[config.mk]
export PLATFORM = sky130hd
export DESIGN_NAME = regfile_host_port
export DESIGN_NICKNAME = d
export VERILOG_FILES = /design/src/rtl/regfile_host_port.sv
export SDC_FILE = /design/constraint.sdc
export NUM_CORES = 1
export LEC_CHECK = 0
export CORE_MARGIN = 10
export CORE_UTILIZATION = 48
export DETAILED_ROUTE_END_ITERATION = 16
export PLACE_DENSITY_LB_ADDON = 0.15
export SLEW_MARGIN = 10
export SYNTH_ARGS = -nofsm -noshare
export SYNTH_HDL_FRONTEND = slang
export SYNTH_SLANG_ARGS = --single-unit
[constraint.sdc]
create_clock -name clk -period 5.1 [get_ports clk]
set_input_delay 1.02 -clock clk [delete_from_list [all_inputs] [get_ports clk]]
set_output_delay 1.02 -clock clk [all_outputs]
set_load 0.05 [all_outputs]
[src/rtl/regfile_host_port.sv]
// Host-side command front end for the 16-entry register file: buffers read/write
// commands in an in-order FIFO, executes them against the file and returns one response each.
module regfile_host_port #(
    parameter int unsigned DEPTH    = 4,
    parameter int unsigned NUM_REGS = 16,
    parameter int unsigned AW       = 5,
    parameter int unsigned DW       = 32
) (
    input  logic                     clk,
    input  logic                     reset,
    input  logic                     cmd_valid,
    output logic                     cmd_ready,
    input  logic                     cmd_write,
    input  logic [AW-1:0]            cmd_addr,
    input  logic [DW-1:0]            cmd_wdata,
    output logic                     rsp_valid,
    input  logic                     rsp_ready,
    output logic [DW-1:0]            rsp_data,
    output logic                     rsp_write,
    output logic                     rsp_err,
    output logic                     rf_write,
    output logic [AW-1:0]            rf_wrAddr,
    output logic [DW-1:0]            rf_wrData,
    output logic [AW-1:0]            rf_rdAddr,
    input  logic [DW-1:0]            rf_rdData,
    output logic [$clog2(DEPTH):0]   fifo_count,
    output logic [7:0]               err_count
);

    localparam int unsigned PW = $clog2(DEPTH);
    localparam int unsigned CW = PW + 1;
    localparam logic [CW-1:0] FULL_COUNT = CW'(DEPTH);
    // One extra bit so NUM_REGS == 2**AW still compares correctly.
    localparam logic [AW:0] REG_LIMIT = (AW + 1)'(NUM_REGS);

    logic          fifoWrite [DEPTH];
    logic [AW-1:0] fifoAddr  [DEPTH];
    logic [DW-1:0] fifoData  [DEPTH];

    logic [PW-1:0] wrPtr;
    logic [PW-1:0] rdPtr;
    logic [CW-1:0] count;

    logic          push;
    logic          exec;
    logic          headWrite;
    logic [AW-1:0] headAddr;
    logic [DW-1:0] headData;
    logic          headErr;

    assign cmd_ready = (count != FULL_COUNT);
    assign push      = cmd_valid && cmd_ready;

    assign headWrite = fifoWrite[rdPtr];
    assign headAddr  = fifoAddr[rdPtr];
    assign headData  = fifoData[rdPtr];
    assign headErr   = ({1'b0, headAddr} >= REG_LIMIT);

    // The head may execute only when the response slot is free or being drained this cycle.
    assign exec = (count != '0) && (!rsp_valid || rsp_ready);

    assign rf_rdAddr  = headAddr;
    assign rf_wrAddr  = headAddr;
    assign rf_wrData  = headData;
    assign rf_write   = exec && headWrite && !headErr;
    assign fifo_count = count;

    always_ff @(posedge clk) begin
        if (push) begin
            fifoWrite[wrPtr] <= cmd_write;
            fifoAddr[wrPtr]  <= cmd_addr;
            fifoData[wrPtr]  <= cmd_wdata;
        end
    end

    always_ff @(posedge clk) begin
        if (reset) begin
            wrPtr <= '0;
            rdPtr <= '0;
            count <= '0;
        end else begin
            if (push) begin
                wrPtr <= wrPtr + 1'b1;
            end
            if (exec) begin
                rdPtr <= rdPtr + 1'b1;
            end
            if (push && !exec) begin
                count <= count + 1'b1;
            end else if (!push && exec) begin
                count <= count - 1'b1;
            end
        end
    end

    always_ff @(posedge clk) begin
        if (reset) begin
            rsp_valid <= 1'b0;
            rsp_data  <= '0;
            rsp_write <= 1'b0;
            rsp_err   <= 1'b0;
        end else if (exec) begin
            rsp_valid <= 1'b1;
            rsp_write <= headWrite;
            rsp_err   <= headErr;
            rsp_data  <= (!headWrite && !headErr) ? rf_rdData : '0;
        end else if (rsp_ready) begin
            rsp_valid <= 1'b0;
        end
    end

    always_ff @(posedge clk) begin
        if (reset) begin
            err_count <= '0;
        end else if (exec && headErr && (err_count != '1)) begin
            err_count <= err_count + 1'b1;
        end
    end

endmodule
**Yosys cells after proc, flatten, opt, wreduce, memory -nomap -nowiden**

Memory sizes are Yosys's and may differ from the RTL's. A register that Yosys moved wholly into a read port is not among the register bits.
Cells that the tools add are included.

- Memories: 3
- Register bits after elaboration: 50
- Memory bits (writable): 152

- Mux-type cells: 13
- $add $sub $neg: 5
- Reduce and logical (&&, ||, !) cells: 18
- Magnitude comparators: 1
- Eq/ne operators: 2

Memories:

| memory | depth | bits a word | rd ports | clocked after Yosys merged registers in | write ports | line | RTL |
|---|---|---|---|---|---|---|---|
| fifoData | 4 | 32 | 1 | 1 | 1 | 38 | `logic [DW-1:0] fifoData [DEPTH];` |
| fifoAddr | 4 | 5 | 1 | 1 | 1 | 37 | `logic [AW-1:0] fifoAddr [DEPTH];` |
| fifoWrite | 4 | 1 | 1 | 1 | 1 | 36 | `logic fifoWrite [DEPTH];` |

Operator list:

| operator | number |
|---|---|
| 2-to-1 mux 32 bit | 1 |
| 2-to-1 mux 2 bit | 6 |
| logical AND 1 bit | 9 |
| adder 8 x 1 -> 8 bit, second input constant | 1 |
| != test 8 bit, second input constant | 1 |
| 2-to-1 mux 3 bit | 2 |
| >= comparator 5 bit, second input constant | 1 |
| logical NOT 1 bit | 5 |
| adder 2 x 1 -> 2 bit, second input constant | 2 |
| 2-to-1 mux 1 bit | 4 |
| nonzero test 2 bit | 2 |
| adder 3 x 1 -> 3 bit, second input constant | 1 |
| != test 3 bit, second input constant | 1 |
| nonzero test 3 bit | 1 |
| subtractor 3 x 1 -> 3 bit, second input constant | 1 |
| logical OR 1 bit | 1 |

**Depth between registers and ports, before layout**

- Depth after elaboration: 6
- Depth in mapped cells: 9

**Worst setup path before layout**

No wires, ideal clock.

- Path type: input to output
- From: input port rsp_ready
- To: output port rf_write
- Path buffers: 1
- Path slack: 1.360 ns
- Cell stages on the path: 4
- Data required time: 4.080 ns
- Arrival: 2.720 ns
- Cell sequence: nand2b_1 -> nand2_2 -> buf_4 -> nor3b_1

- Word-level cells in the longest chain between the ends: 4

Ends and longest elaborated chain:

| item | line | RTL |
|---|---|---|
| start, declared | 17 | `input logic rsp_ready,` |
| logical OR 1 bit | 60 | `assign exec = (count != '0) && (!rsp_valid \|\| rsp_ready);` |
| logical AND 1 bit | 60 |  |
| logical AND 1 bit (2 in a row) | 65 | `assign rf_write = exec && headWrite && !headErr;` |
| end, declared | 21 | `output logic rf_write,` |

No other way between the ends.

==> run summary <==
Compared with the post-synthesis result, the final layout area differs by 32.12%. The global routing stage identified its most utilized layer as met2. The cell type with the largest total area after synthesis is sky130_fd_sc_hd__edfxtp_1.

Source of the worst register-to-register timing path: fifo_count[2]$_SDFFE_PP0P_. Ranked by total cell area, the synthesized netlist is headed by sky130_fd_sc_hd__edfxtp_1 (59%), sky130_fd_sc_hd__dfxtp_1 (13%), sky130_fd_sc_hd__mux4_2 (11%), sky130_fd_sc_hd__a22oi_2 (4.8%), sky130_fd_sc_hd__nor2_2 (2.4%). Global routing consumed, over all layers together, 14.67% of the routing resources. In the final routed layout, each cell accounts on average for 19.96 um. The clock insertion delay at the later pin of the skew report is 490 ps, and the total congestion overflow after global routing is 0. The path with the worst hold slack has its endpoint at rsp_write$_SDFFE_PP0P_. The net count after synthesis is 499.

Data on the critical path is required at its endpoint by 4080 ps. The signal on the critical path passes through buf_4, mux4_2, nor3b_1, clkdlybuf4s50_1. Synthesis instantiated 41 different standard cells from the library. The tools report the number of placed I/O pins as 164. The logs give 2 for the initial antenna violation count and 0 for the final count of hold timing violations. The synthesized design devotes to its leading area cell type 58.59% of total area.

Deepest level of the CTS H-tree: 1. At the end of the flow the core is filled with cells to 64.79%. The run gives 7.509% as the met3 layer usage reported by global route. The share of final-layout standard cells stronger than drive strength 1 is 24.96%. By count the netlist is led by sky130_fd_sc_hd__edfxtp_1 (152), sky130_fd_sc_hd__dfxtp_1 (52), sky130_fd_sc_hd__mux4_2 (38). In this run the power spent charging and discharging nets is 0.002089 W. The run gives 0 ps as the setup total negative slack. The first detailed-routing pass took 4 iterations. Once layout is complete, the cells apart from fillers number 813. The start-to-end type of the worst setup path is flop to primary output. The iteration-0 DRC count of the detailed router is 179. Synthesis produced a netlist whose cell count is 418. The number of buffers inserted by hold repair at cts is 0, and the post-cts resize count is 0. Headroom to the max-slew limit came out at 28.97%. The pin slew with the least headroom to its limit was 1065 ps; the width of the die was 147.4 um.

The startpoint kind of the worst setup timing path is a flop. Counting instances, the worst hold path has a depth of 2. Maximum fanout encountered on the critical timing path: 13. For the number of max-slew violations in the final report, the log shows 0. Setup slack on the worst reg-to-reg path comes out at 2280 ps. The number of cells in the design after placement is 775. The total length of routed wires came out at 16.23 mm.

The placed instances occupy a cell area of 9567 sq um. The register clock-pin slew on the reported worst setup and hold paths came out at 60 ps. The tree is rooted in a sky130_fd_sc_hd__clkbuf_16. The source of the worst hold timing path was rsp_write$_SDFFE_PP0P_. Counting cells, the worst reg-to-reg path comes to 9.

TritonCTS built the clock tree. The global-route track usage on met2 is 23.92%. The run finished with clean final reports. Antenna diode count: 0. A synthesized cell averages 18.64 sq um. Number of sinks handled by clock tree synthesis: 204. For the final database, setup skew stands at 12.15 ps. In this run, synthesis inferred 152 flip-flops with an integrated enable. The primary flip-flop cell chosen by synthesis mapping is sky130_fd_sc_hd__edfxtp_1.

Setup repair after global routing left no endpoint under its margin. The initialized floorplan defines 46 standard-cell rows. For this run, the number of Yosys warnings is 0. The detail route stage leaves a number of antenna-violating nets equal to 0. In this run the critical register-to-register path is captured at fifo_count[2]$_SDFFE_PP0P_. The first global-routing pass estimated 25.74 mm of wire. In this run the vertical extent of the chip is 147.4 um. The logs give 15890 sq um for the placeable core region and 0.003751 W for the cell internal power dissipation. Of all flip-flops after synthesis, the portion carrying an async set or reset was 0%. The switching portion of total power came out at 35.77%.

The overall via count from detail_route was 4290; the data arrival at the endpoint of the critical path was 2910 ps. The count of nets after finishing came out at 663. The category of the worst setup path capture point was a primary output. In the routed design, unresolved DRC markers number 0. The floorplan step defined a die boundary enclosing 21730 sq um. Of the total power, combinational logic draws 36.9%. Post-CTS timing repair inserted 0 buffers for setup. sky130_fd_sc_hd__edfxtp_1 is the most common cell in the netlist. Of the available clock period, the critical path in the final layout requires 77.14%. The final design instance area without fill is 10290 sq um, and the worst hold-check slack is 466.6 ps. Of the total power, registers draw 36.0%. Of the total power, the clock network draws 27.1%. The logs give 17.00% for the met1 track demand over resource and 3.337 nW for the static leakage.

The shortest period the worst path allows works out to 3934 ps. The initial core utilization was 49.04%. Among all stages on the critical path, the largest delay is contributed by sky130_fd_sc_hd__clkdlybuf4s50_1. The logs give 53 for the maximum number of pins on one net before global-route repair and 254.2 MHz for the maximum clock frequency. The number of clock buffers added by TritonCTS is 21. The critical path's largest stage delay came out at 720 ps. Setup violations remaining at the end of the flow were counted as 0. For the max-cap violation count, the log shows 0. The tightest min-delay check is of the flop to flop type.

Summing every instance area after synthesis gives 7790 sq um. The maximum resistive drop on vdd came out at 0.4325 mV. Using the TritonRoute via totals, the vias-per-cell ratio works out to 5.277. The post-synthesis sequential area ratio is 71.96%, and the final RePlAce weighted congestion is 0.7465. The logs give 10.65 mm for the post-detailed-placement half-perimeter wirelength and 4681 for the via count of the first global-routing pass. Power spread over the standard cell area amounts to 567.4 nW/um^2. The number of buffers added on ports is 163.

The flip-flop and latch count after synthesis came out at 204. The worst-case clock buffer depth was 3.
==> through the flow <==
stage	setup WS (ps)	total power (W)
after floorplan	1360	0.003688
after CTS	1086	0.005916
after detailed placement	1268	0.004319
after global placement	1265	0.004291
after global routing	1001	0.006105
final	1166	0.005840
==> flip-flops by register name (all words and copies together) (netlist names), named ones only <==
signal	flops
fifoData	128
rsp_data	32
fifoAddr	20
err_count	8
fifoWrite	4
fifo_count	3
rdPtr	2
wrPtr	2
rsp_err	1
rsp_valid	1
rsp_write	1
==> cell usage in the layout, fill, tap and decap left out, drive strengths merged, types with 3 or more instances in the layout <==
| cell type | n |
|---|---|
| clkdlybuf4s50 | 162 |
| edfxtp | 152 |
| dfxtp | 52 |
| nor2 | 41 |
| mux4 | 38 |
| a22oi | 32 |
| clkbuf | 28 |
| a21oi | 10 |
| inv | 8 |
| buf | 7 |
| nand3 | 6 |
| ha | 6 |
| nand2 | 6 |
| and2 | 4 |
| xor2 | 4 |
| bufinv | 4 |
| clkinv | 4 |
| or3 | 3 |
| o31ai | 3 |
| or4 | 3 |
| o21ai | 3 |
==> kinds of logic after synthesis <==
group	share of synthesized area, %
flops	71.96
simple gates	5.397
compound gates	6.923
mux	11.39
buf+inv	2.554
fa+ha+maj	1.221
xor+xnor	0.5621
==> worst max-delay path by stage <==
stage / start / end / slack (ps) / depth (start not counted)
3_5_place_dp: rsp_ready / rf_write / 1270 / 5
6_report: flop / rf_write / 1170 / 4
2_1_floorplan: rsp_ready / rf_write / 1360 / 4
5_1_grt: flop / rf_write / 1000 / 4
4_1_cts: flop / rf_write / 1090 / 4
3_3_place_gp: rsp_ready / rf_write / 1260 / 5
==> power groups by stage <==
stage,clock [W],combinational (W),sequential [W]
after floorplan,0,0.00139,0.00230
after global placement,0,0.00216,0.00213
after detailed placement,0,0.00218,0.00214
after CTS,0.00162,0.00219,0.00211
after global routing,0.00170,0.00228,0.00213
final,0.00158,0.00215,0.00210
==> per-layer routing <==
metal  part of all wire [%]  up-vias
met1                     39     2135
met5                      0        -
met4                    1.0        0
met3                     12       19
li1                       -     1979
met2                     49      157
==> worst max-delay path, delay by kind of cell (launching register included) <==
family | cells | cell delay [ps]
flip-flops | 1 | 560
multiplexers | 1 | 620
buffers and inverters | 2 | 1080
AND/OR/NAND/NOR | 1 | 170
==> layout make-up <==
cell class,instances,area [sq um]
inverter,7,26.28
clock buffer,28,571.8
timing repair buffer,169,1672
fill,1143,5593
multi-input combinational,179,1991
clock inverter,10,153.9
sequential,204,5608
tap,216,270.3
No activity file was read; power rests on OpenSTA's default activity.
